==> src/rtl/xor_stream_pkg.sv <==
// xor_stream_pkg: keystream constants, FSM states and LFSR step shared by scrambler and descrambler.
package xor_stream_pkg;

    localparam int         DATA_W = 8;
    localparam logic [7:0] TAPS   = 8'hB8;

    typedef enum logic {UNSEEDED, RUN} state_t;

    function automatic logic [7:0] lfsr_next(input logic [7:0] lfsr, input logic [7:0] taps = TAPS);
        return (lfsr >> 1) ^ (lfsr[0] ? taps : 8'h00);
    endfunction

endpackage

==> src/rtl/lfsr8_galois.sv <==
// lfsr8_galois: 8-bit Galois LFSR with load (priority) and step enable.
module lfsr8_galois #(
    parameter logic [7:0] TAPS = xor_stream_pkg::TAPS
) (
    input  logic       clk,
    input  logic       rst,
    input  logic       load,
    input  logic [7:0] load_val,
    input  logic       step,
    output logic [7:0] q
);
    import xor_stream_pkg::*;

    always_ff @(posedge clk) begin
        if (rst)
            q <= '0;
        else if (load)
            q <= load_val;
        else if (step)
            q <= lfsr_next(q, TAPS);
    end

endmodule

==> src/rtl/xor_stream_descrambler.sv <==
// xor_stream_descrambler: XORs accepted ciphertext bytes with a Galois LFSR keystream,
// presenting plaintext on a registered valid/ready output.
module xor_stream_descrambler #(
    parameter int         DATA_W = 8,
    parameter logic [7:0] TAPS   = xor_stream_pkg::TAPS,
    parameter int         CNT_W  = 16
) (
    input  logic              clk,
    input  logic              rst,
    input  logic              seed_load,
    input  logic [7:0]        seed_in,
    input  logic              in_valid,
    output logic              in_ready,
    input  logic [DATA_W-1:0] in_data,
    output logic              out_valid,
    input  logic              out_ready,
    output logic [DATA_W-1:0] out_data,
    output logic              locked,
    output logic              seed_err,
    output logic [CNT_W-1:0]  byte_count
);
    import xor_stream_pkg::*;

    state_t     state, state_next;
    logic       seed_ok, accept;
    logic [7:0] lfsr;

    assign seed_ok = seed_load && (seed_in != 8'h00);

    always_ff @(posedge clk) begin
        if (rst)
            state <= UNSEEDED;
        else
            state <= state_next;
    end

    // seed_load blocks acceptance so load and step never coincide in the LFSR
    always_comb begin
        state_next = state;
        in_ready   = (state == RUN) && !seed_load && (!out_valid || out_ready);
        accept     = in_valid && in_ready;
        locked     = state == RUN;
        if (seed_load)
            state_next = seed_ok ? RUN : UNSEEDED;
    end

    lfsr8_galois #(.TAPS(TAPS)) u_lfsr (
        .clk      (clk),
        .rst      (rst),
        .load     (seed_ok),
        .load_val (seed_in),
        .step     (accept),
        .q        (lfsr)
    );

    always_ff @(posedge clk) begin
        if (rst) begin
            out_valid  <= 1'b0;
            out_data   <= '0;
            byte_count <= '0;
            seed_err   <= 1'b0;
        end else begin
            seed_err <= seed_load && !seed_ok;
            if (accept) begin
                out_valid <= 1'b1;
                out_data  <= in_data ^ lfsr;
            end else if (out_ready) begin
                out_valid <= 1'b0;
            end
            if (seed_ok)
                byte_count <= '0;
            else if (accept)
                byte_count <= byte_count + CNT_W'(1);
        end
    end

endmodule

==> config.mk <==
export PLATFORM = sky130hd
export DESIGN_NAME = xor_stream_descrambler
export DESIGN_NICKNAME = d
export VERILOG_FILES = /design/src/rtl/xor_stream_pkg.sv /design/src/rtl/lfsr8_galois.sv /design/src/rtl/xor_stream_descrambler.sv
export SDC_FILE = /design/constraint.sdc
export NUM_CORES = 1
export LEC_CHECK = 0
export CAP_MARGIN = 0
export CORE_ASPECT_RATIO = 1.75
export CORE_UTILIZATION = 30
export CTS_BUF_LIST = sky130_fd_sc_hd__clkbuf_4 sky130_fd_sc_hd__clkbuf_8 sky130_fd_sc_hd__clkbuf_16
export CTS_CLUSTER_DIAMETER = 120
export DETAILED_ROUTE_END_ITERATION = 10
export SLEW_MARGIN = 0
export SYNTH_ARGS = -nofsm -noshare
export SYNTH_HDL_FRONTEND = slang
export SYNTH_SLANG_ARGS = --single-unit
==> constraint.sdc <==
create_clock -name clk -period 1.8 [get_ports clk]
set_input_delay 0.18 -clock clk [delete_from_list [all_inputs] [get_ports clk]]
set_output_delay 0.18 -clock clk [all_outputs]
set_load 0.03 [all_outputs]
==> metrics.txt, run 1 <==
fill count=501; 1st-iter DRT viols=30; WS Path Type=in -> reg; final WL=around 3800 um; Max Freq=581 MHz; I/O Pins=49; area share of the largest cell type after synthesis=44.8%; H-tree depth=2; vias=1557; R2R depth=5; Cells after Synth=180; EDFF count, synth=0; FP Rows=34; Final ANT Viol Nets=0; Slew HR=77.4%; syn_area_per_cell=8.69 um2; initial antenna violation count=0; WP data arrival=1940 ps; gr usage total=15.1%; Synth area leader=dfxtp_1; Sinks on Clock Net=35; Tmin final=approximately 1700 ps; Min-Delay Startpoint=out_data[4]; max-cap violations=0; CP Cell Sequence=clkdlybuf4s50_1 -> nand3_1 -> or4_4 -> buf_4 -> or3_1 -> a21oi_1; ys async rst share=0%; first-pass GRT wire length=6580 um; nets@finish=273; Pwr per Cell Area=approximately 660 nW/um2; Crit. End Element=register; CP bufs+invs=2; status=completed; drc violations=0; storage element area=between 700 and 800 um2; drt via density=5.09; aggregate global routing overflow=0; routability congestion estimate=0.759; total CTS buffers=5; Hold Crit Depth=2; Post-Syn Nets=202; max incr delay on CP=530 ps; CTS tree=built; die width=56.6 um; Synth Register Bits=35; Max clock buf depth=2; DR WL/cell=12.5 um; Worst-Skew Late Latency=roughly 280 ps; Crit path max-delay family=simple AND/OR/NAND/NOR gates; Hold Crit Class=reg -> reg; worst reg-to-reg setup slack=100 ps; I/O Buffers=48; Initial DRT Pass Iterations=4; worst-margin pin slew=roughly 330 ps; Max Clock Skew=7.37 ps; RSZ-0062 raised after global routing=false; Worst VDD drop=0.428 mV; Syn-to-layout area delta=54.3%; Netlist cell types=33; Cell Area, Synth=~1600 um2; setup TNS=0 ps; area of the multi-input gates=830 um2; vias in the first global route=1441; largest cells by area after synthesis=dfxtp_1 (45%), xnor2_1 (6.7%), nor2_1 (4.6%); pin count of the biggest net entering global routing=21; clock-pin slew on the worst setup and hold paths=around 70 ps; CTS root buf=clkbuf_8; Layout Utilization=roughly half; Std-Cell Core Area=roughly 5000 um2; crit-path max FO=6; WP data required=2020 ps; Starting Density=31.4%; Hold EP=out_data[4]; CP Launch Type=input pin; share of layout cells above drive strength 1=19.8%; Main synth FF type=dfxtp_1; Total Power=between 1.5 and 2 mW; post-synthesis sequential area ratio=44.8%; Slew Viols, Final=0; Final period util=95.6%; Die Area=5520 um2; Leak Pwr=roughly 0.83 nW; Chip Height=97.5 um; Detailed Place HPWL=3010 um; antenna fix cells=0; Setup Fix Bufs, Post-CTS=0; Final Hold Viols=0; R2R Path Start=byte_count[0]; RR Endpoint=byte_count[7]; YS warnings=0; critical path's slowest cell=or4_4; # setup viols final=0
cell usage in the layout (no fill, tap or decap), drive strengths merged:
cell type,Yosys,final
nand4,5,5
ha,1,1
nand3,9,9
or4,5,5
nor2b,2,2
inv,1,1
xor2,5,5
o21ai,9,9
a311oi,4,4
o21a,1,1
clkbuf,6,7
xnor2,12,12
a211oi,8,8
o21ba,1,1
nor4,1,1
nor4b,2,2
mux2i,1,1
nor3,1,1
and3,2,2
a21oi,14,14
nand3b,1,1
buf,5,28
clkdlybuf4s50,0,47
nand2,14,14
nand2b,3,3
nor2,19,19
clkinv,0,1
o31ai,1,1
or3,7,7
a22oi,3,3
and4,2,2
dfxtp,35,35
routing by layer:
layer | vias up | track usage [%] | part of all wire (%)
met5 | - | 0 | 0
met4 | 0 | 6.19 | 1.5
met3 | 6 | 3.60 | 3.7
met2 | 36 | 27.0 | 54
met1 | 719 | 16.5 | 41
li1 | 796 | - | -
cell type report:
class,count,share of cell area (%)
clock buffers,7,3.47
inverters,1,0.156
flip-flops and latches,35,30.3
multi-input cells,133,34.4
well taps,54,2.80
clock inverters,1,0.207
repair buffers,75,28.7
cells by family after synthesis:
logic type,synth area share (%)
simple gates,24.7
compound gates,16.5
flops,44.8
xor+xnor,9.52
buf+inv,3.04
mux,0.640
fa+ha+maj,0.800
per-stage QoR:
step | hold slack [ps] | instances | setup WS, ps | cell area, um2
2_1_floorplan | 319 | 180 | 0.822 | 1600
3_3_place_gp | 488 | 298 | -224 | 2310
3_5_place_dp | 492 | 298 | -253 | 2310
4_1_cts | 501 | 306 | 28.1 | 2400
5_1_grt | 523 | 306 | 5.26 | 2410
6_report | 498 | 306 | 78.6 | 2410
flip-flops by register name, summed over array words and instances, names as in the netlist:
register	cells
u_lfsr.q	8
seed_err	1
out_valid	1
out_data	8
byte_count	16
locked	1
report_power, final:
group / switching (mW) / internal [mW]
logic: 0.0940 / 0.126
registers: 0.0216 / 0.786
clock network: 0.275 / 0.302
total: 0.391 / 1.21
worst register-to-register path: cells and delay by family, from the launching register on:
kind | cells | cell delay [ps]
buffers and inverters | 1 | 170
AO/OA/AOI/OAI | 1 | 140
AND/OR/NAND/NOR | 3 | 970
flip-flops | 1 | 370
cells in the mapped netlist (6+ instances only):
| cell | n |
|---|---|
| or3_1 | 7 |
| a21oi_1 | 14 |
| dfxtp_1 | 35 |
| o21ai_0 | 8 |
| nand3_1 | 9 |
| a211oi_1 | 8 |
| nand2_1 | 14 |
| nor2_1 | 19 |
| clkbuf_1 | 6 |
| xnor2_1 | 12 |
worst max-delay path by stage:
stage	end	start	slack [ps]	cells past startpoint
after floorplan	byte_count[15]	byte_count[0]	0.8	5
after global placement	byte_count[7]	seed_load	-220	6
after detailed placement	byte_count[7]	in_valid	-250	6
after CTS	byte_count[14]	byte_count[0]	30	5
after global routing	byte_count[15]	in_valid	5	5
final	byte_count[7]	in_valid	80	6
repair_timing:
item	CTS	global route
endpoints found under the setup margin	0	5
resized for setup	0	3
hold buffers	0	0
Note: power is estimated with default switching activity, not from simulation.
==> run 2: changes to the inputs <==
- clock period: 1.8 -> 1.77 ns (I/O delays scaled with it)
==> run 2 against run 1 <==
First-iteration DRC count is 13% lower. Clock power is 20% higher. Power is 8.2% higher. Worst hold slack better by 1.9 ps. Clock skew is 1.8 ps lower. Utilization is 1.4 points higher. Highest routed layer unchanged. Register-to-register slack hardly changed. Critical path depth is 1 lower. Final cell count is 2.0% higher. Sequential power is 2% higher. Critical endpoint is now byte_count[15].
==> metrics.txt, run 2 (same netlist as run 1, synthesis figures left out) <==
status=completed; gr usage total=roughly 15%; Final ANT Viol Nets=0; FP Rows=34; clock-pin slew on the worst setup and hold paths=approximately 80 ps; final instance area=around 2500 um2; fill count=488; vias in the first global route=1527; Syn-to-layout area delta=58.7%; Post-DP Area=2360 um2; Leak Pwr=0.877 nW; Max clock buf depth=2; area of the multi-input gates=830 um2; WP data required=1990 ps; critical path's slowest cell=or4_4; storage element area=731 um2; switching part of the total=between 20% and 30%; pin count of the biggest net entering global routing=20; CTS Hold Bufs=0; Clk pwr share=39.9%; Die Area=5520 um2; crit-path max FO=10; Setup Fix Bufs, Post-CTS=0; CTS tree=built; share of layout cells above drive strength 1=21.7%; aggregate global routing overflow=0; Worst-Skew Late Latency=between 200 and 300 ps; Hold Crit Depth=2; I/O Pins=49; vias=1551; I/O Buffers=48; RSZ-0062 raised after global routing=false; Crit. End Element=register; Worst VDD drop=0.543 mV; worst-margin pin slew=around 380 ps; Max Clock Skew=between 5 and 6 ps; worst reg-to-reg setup slack=110 ps; nets@finish=~280; WS Path Type=in -> reg; global route hottest layer=met2; R2R depth=4; Final period util=a little over nine tenths; R2R Path Start=byte_count[3]; Hold Crit Class=reg -> reg; Seq pwr share=47.3%; antenna fix cells=0; max incr delay on CP=560 ps; Min-Delay Startpoint=out_data[6]; Tmin final=1690 ps; grt met1 use=15.8%; Hold EP=out_data[6]; met3 Usage GRT=3.06%; Detailed Place HPWL=2990 um; total CTS buffers=5; Top Registers=byte_count (16), out_data (8), u_lfsr.q (8); Chip Height=between 90 and 100 um; final WL=3870 um; RR Endpoint=byte_count[15]; Std-Cell Core Area=4980 um2; Slew HR=between 70% and 80%; Hold Slack=between 500 and 600 ps; leading cell type in the layout, fill and taps excluded=clkdlybuf4s50_1; first-pass GRT wire length=6600 um; drc violations=0; CP Launch Type=input pin; Slew Viols, Final=0; M2 GR Usage=27.5%; P_sw=between 400 and 500 uW; CP Cell Sequence=clkdlybuf4s50_1 -> nand3_1 -> or4_4 -> or4_1 -> a21oi_1; Non-Filler Instances=between 300 and 400; most frequent cells in the layout=clkdlybuf4s50_1 (47), buf_4 (33), dfxtp_1 (27); H-tree depth=2; CP bufs+invs=1; drt via density=4.97; WP data arrival=1910 ps; Pwr per Cell Area=between 600 and 700 nW/um2; DR WL/cell=approximately 12 um; # setup viols final=0; placed cells=304; CTS root buf=clkbuf_8; Starting Density=between 30% and 40%; Max Freq=591 MHz; Comb power frac=12.9%; Int Pwr=~1.3 mW; 1st-iter DRT viols=26; routability congestion estimate=0.753; Crit path max-delay family=simple AND/OR/NAND/NOR gates; Sinks on Clock Net=35; Reg with most FFs=byte_count; initial antenna violation count=0; die width=56.6 um; Total Power=roughly 1.7 mW; Critical Path Source=in_valid; Initial DRT Pass Iterations=4; max reg flops=16; max-cap violations=0; Final Hold Viols=0
[run 2: cell types whose count changed in the layout (fill, tap and decap cells not counted), sizes merged]
cell	delta
buf	+6
[run 2: per-layer routing]
layer | share of wire [%] | wire length (um)
met4 | 1.4 | 54
met2 | 54 | 2090
met1 | 40 | 1560
met3 | 4.1 | 160
met5 | 0 | 0
[run 2: layout make-up]
cell class	count	share of cell area, %
Multi-Input combinational cell	133	33.4
Timing Repair Buffer	81	29.7
Sequential cell	35	29.4
Clock buffer	7	4.33
Tap cell	54	2.72
Clock inverter	1	0.202
Inverter	1	0.151
[run 2: power by group through the flow]
stage	clock network, mW	logic, mW	registers (mW)
2_1_floorplan	0	0.0865	0.852
3_3_place_gp	0	0.224	0.839
3_5_place_dp	0	0.224	0.840
4_1_cts	0.711	0.225	0.821
5_1_grt	0.745	0.243	0.824
6_report	0.692	0.224	0.821
[run 2: worst max path at each step]
stage,endpoint,slack [ps],depth (start not counted)
6_report,byte_count[15],80,5
5_1_grt,byte_count[11],3,5
4_1_cts,byte_count[14],10,4
3_5_place_dp,byte_count[15],-300,5
3_3_place_gp,byte_count[15],-280,5
2_1_floorplan,byte_count[14],30,5
[run 2: what timing repair did]
action,4_1_cts,5_1_grt
pin swaps,0,1
endpoints found under the setup margin,1,18
gates resized for setup,1,2
[run 2: worst min-delay path, cell delays in order (launching register included)]
cell,delay (ps)
dfxtp_1,310
nor2_1,90
a211oi_1,50
[run 2: stage by stage]
step,utilization [%],TNS [ps],worst slack [ps]
6_report,49.9,0,76.6
5_1_grt,49.9,0,2.66
4_1_cts,49.7,0,12.0
3_5_place_dp,47.4,-5500,-296
3_3_place_gp,47.4,-5140,-277
2_1_floorplan,-,0,31.5
==> run 3: changes to the inputs <==
- CORE_ASPECT_RATIO: 1.75 -> 1.5
==> run 3 against run 2 <==
Sequential share of layout area hardly changed. Setup slack worse by 1.1 ps. Critical path depth stayed put. Combinational power is 3% lower. Clock-buffer cell count stayed put. Die area hardly changed. Global-route usage is 0.60 points higher. Maximum frequency hardly changed. Design area is 0.10% lower. Via count is 0.19% higher. Clock skew hardly changed. Flip-flop and latch count stayed put. Largest power group unchanged.
==> metrics.txt, run 3 (same netlist as run 1, synthesis figures left out) <==
status=completed; leading cell type in the layout, fill and taps excluded=clkdlybuf4s50_1; Hold Crit Class=reg -> reg; P_sw=395 uW; critical path's slowest cell=or4_4; crit-path max FO=5; Pwr per Cell Area=654 nW/um2; Max Freq=a little under 600 MHz; CTS tree=built; DR WL/cell=12.2 um; # setup viols final=0; CTS root buf=clkbuf_8; Worst VDD drop=0.416 mV; routability congestion estimate=0.742; Int Pwr=between 1 and 1.5 mW; R2R depth=4; Worst-Skew Late Latency=290 ps; Hold Slack=494 ps; H-tree depth=2; nets@finish=275; storage element area=731 um2; Max clock buf depth=2; max incr delay on CP=approximately 560 ps; CP Cell Sequence=clkdlybuf4s50_1 -> nand3_2 -> or4_4 -> or4_1 -> a21oi_1; Hold EP=byte_count[15]; RSZ-0062 raised after global routing=false; Final period util=95.7%; drt via density=4.86; Sinks on Clock Net=35; Crit path max-delay family=simple AND/OR/NAND/NOR gates; worst-margin pin slew=325 ps; Reg with most FFs=byte_count; WP data arrival=1910 ps; RR Endpoint=byte_count[15]; FP Rows=31; CP bufs+invs=1; Min-Delay Startpoint=byte_count[15]; aggregate global routing overflow=0; Comb power frac=about 13%; switching part of the total=about a quarter; WP data required=1990 ps; Slew HR=just under 80%; Syn-to-layout area delta=58.6%; max-cap violations=0; Hold Crit Depth=2; vias=1554; I/O Pins=49; Std-Cell Core Area=4930 um2; max reg flops=16; Final ANT Viol Nets=0; Layout Utilization=50.3%; gr usage total=15.5%; Initial DRT Pass Iterations=4; most frequent cells in the layout=clkdlybuf4s50_1 (47), dfxtp_1 (27), buf_4 (27); R2R Path Start=byte_count[0]; clock-pin slew on the worst setup and hold paths=approximately 70 ps; Tmin final=1690 ps; Top Registers=byte_count (16), out_data (8), u_lfsr.q (8); Starting Density=31.8%; pin count of the biggest net entering global routing=27; total CTS buffers=5; I/O Buffers=48; Die Area=5510 um2; 1st-iter DRT viols=76; area of the multi-input gates=876 um2; Crit. End Element=register; Slew Viols, Final=0; Chip Height=90.4 um; fill count=485; Clk pwr share=between 30% and 40%; initial antenna violation count=0; Seq pwr share=50.7%; CP Launch Type=input pin; vias in the first global route=~1400; share of layout cells above drive strength 1=22.8%; first-pass GRT wire length=6500 um; placed cells=308; die width=61.0 um; antenna fix cells=0; Final Hold Viols=0; Max Clock Skew=5.92 ps; CTS Hold Bufs=0; Detailed Place HPWL=between 2000 and 3000 um; Leak Pwr=0.841 nW; WS Path Type=in -> reg; final WL=3910 um; worst reg-to-reg setup slack=80 ps; drc violations=0; Non-Filler Instances=320
run 3: metal layers:
layer | routed length, um | up-vias | global-route usage (%) | part of all wire, %
li1 | - | 795 | - | -
met1 | 1680 | 707 | 18.2 | 43
met2 | 2020 | 46 | 26.2 | 52
met3 | 162 | 6 | 4.30 | 4.1
met4 | 52 | 0 | 5.11 | 1.3
met5 | 0 | - | 0 | 0
run 3: worst max-delay path by stage:
stage | start | end | slack (ps) | cells after the start
CTS | out_valid | byte_count[14] | 90 | 4
floorplan | out_valid | byte_count[14] | 30 | 5
global route | byte_count[1] | byte_count[15] | 10 | 4
detailed placement | in_valid | byte_count[14] | -300 | 5
finish | in_valid | byte_count[15] | 80 | 5
global placement | in_valid | byte_count[15] | -260 | 5
run 3: repair_timing:
action | in CTS | in global routing
cloned | 0 | 1
resized for setup | 2 | 11
buffers inserted | 0 | 3
pin swaps | 0 | 8
endpoints found under the setup margin | 2 | 3
run 3: power by group through the flow:
stage / clock network, mW / registers, mW / logic (mW)
2_1_floorplan: 0 / 0.852 / 0.0865
3_3_place_gp: 0 / 0.841 / 0.216
3_5_place_dp: 0 / 0.840 / 0.217
4_1_cts: 0.606 / 0.822 / 0.218
5_1_grt: 0.642 / 0.824 / 0.238
6_report: 0.584 / 0.822 / 0.217
run 3: layout make-up:
type,count,area share [%]
repair buffers,76,28.2
multi-input cells,134,35.3
flip-flops and latches,35,29.5
clock inverters,1,0.202
clock buffers,7,3.38
inverters,1,0.151
well taps,66,3.33
run 3: per-stage QoR:
stage | instance area, um2 | power (mW) | setup WS [ps] | TNS (ps)
floorplan | 1600 | 0.938 | 31.5 | 0
global placement | 2310 | 1.06 | -263 | -3650
detailed placement | 2310 | 1.06 | -298 | -4110
CTS | 2410 | 1.65 | 87.6 | 0
global route | 2480 | 1.70 | 11.4 | 0
finish | 2480 | 1.62 | 75.5 | 0
run 3: worst reg2reg max path: cells and delay by family (launching register included):
kind            cells  cell delay, ps
flops               1             370
compound gates      1             130
simple gates        3            1140
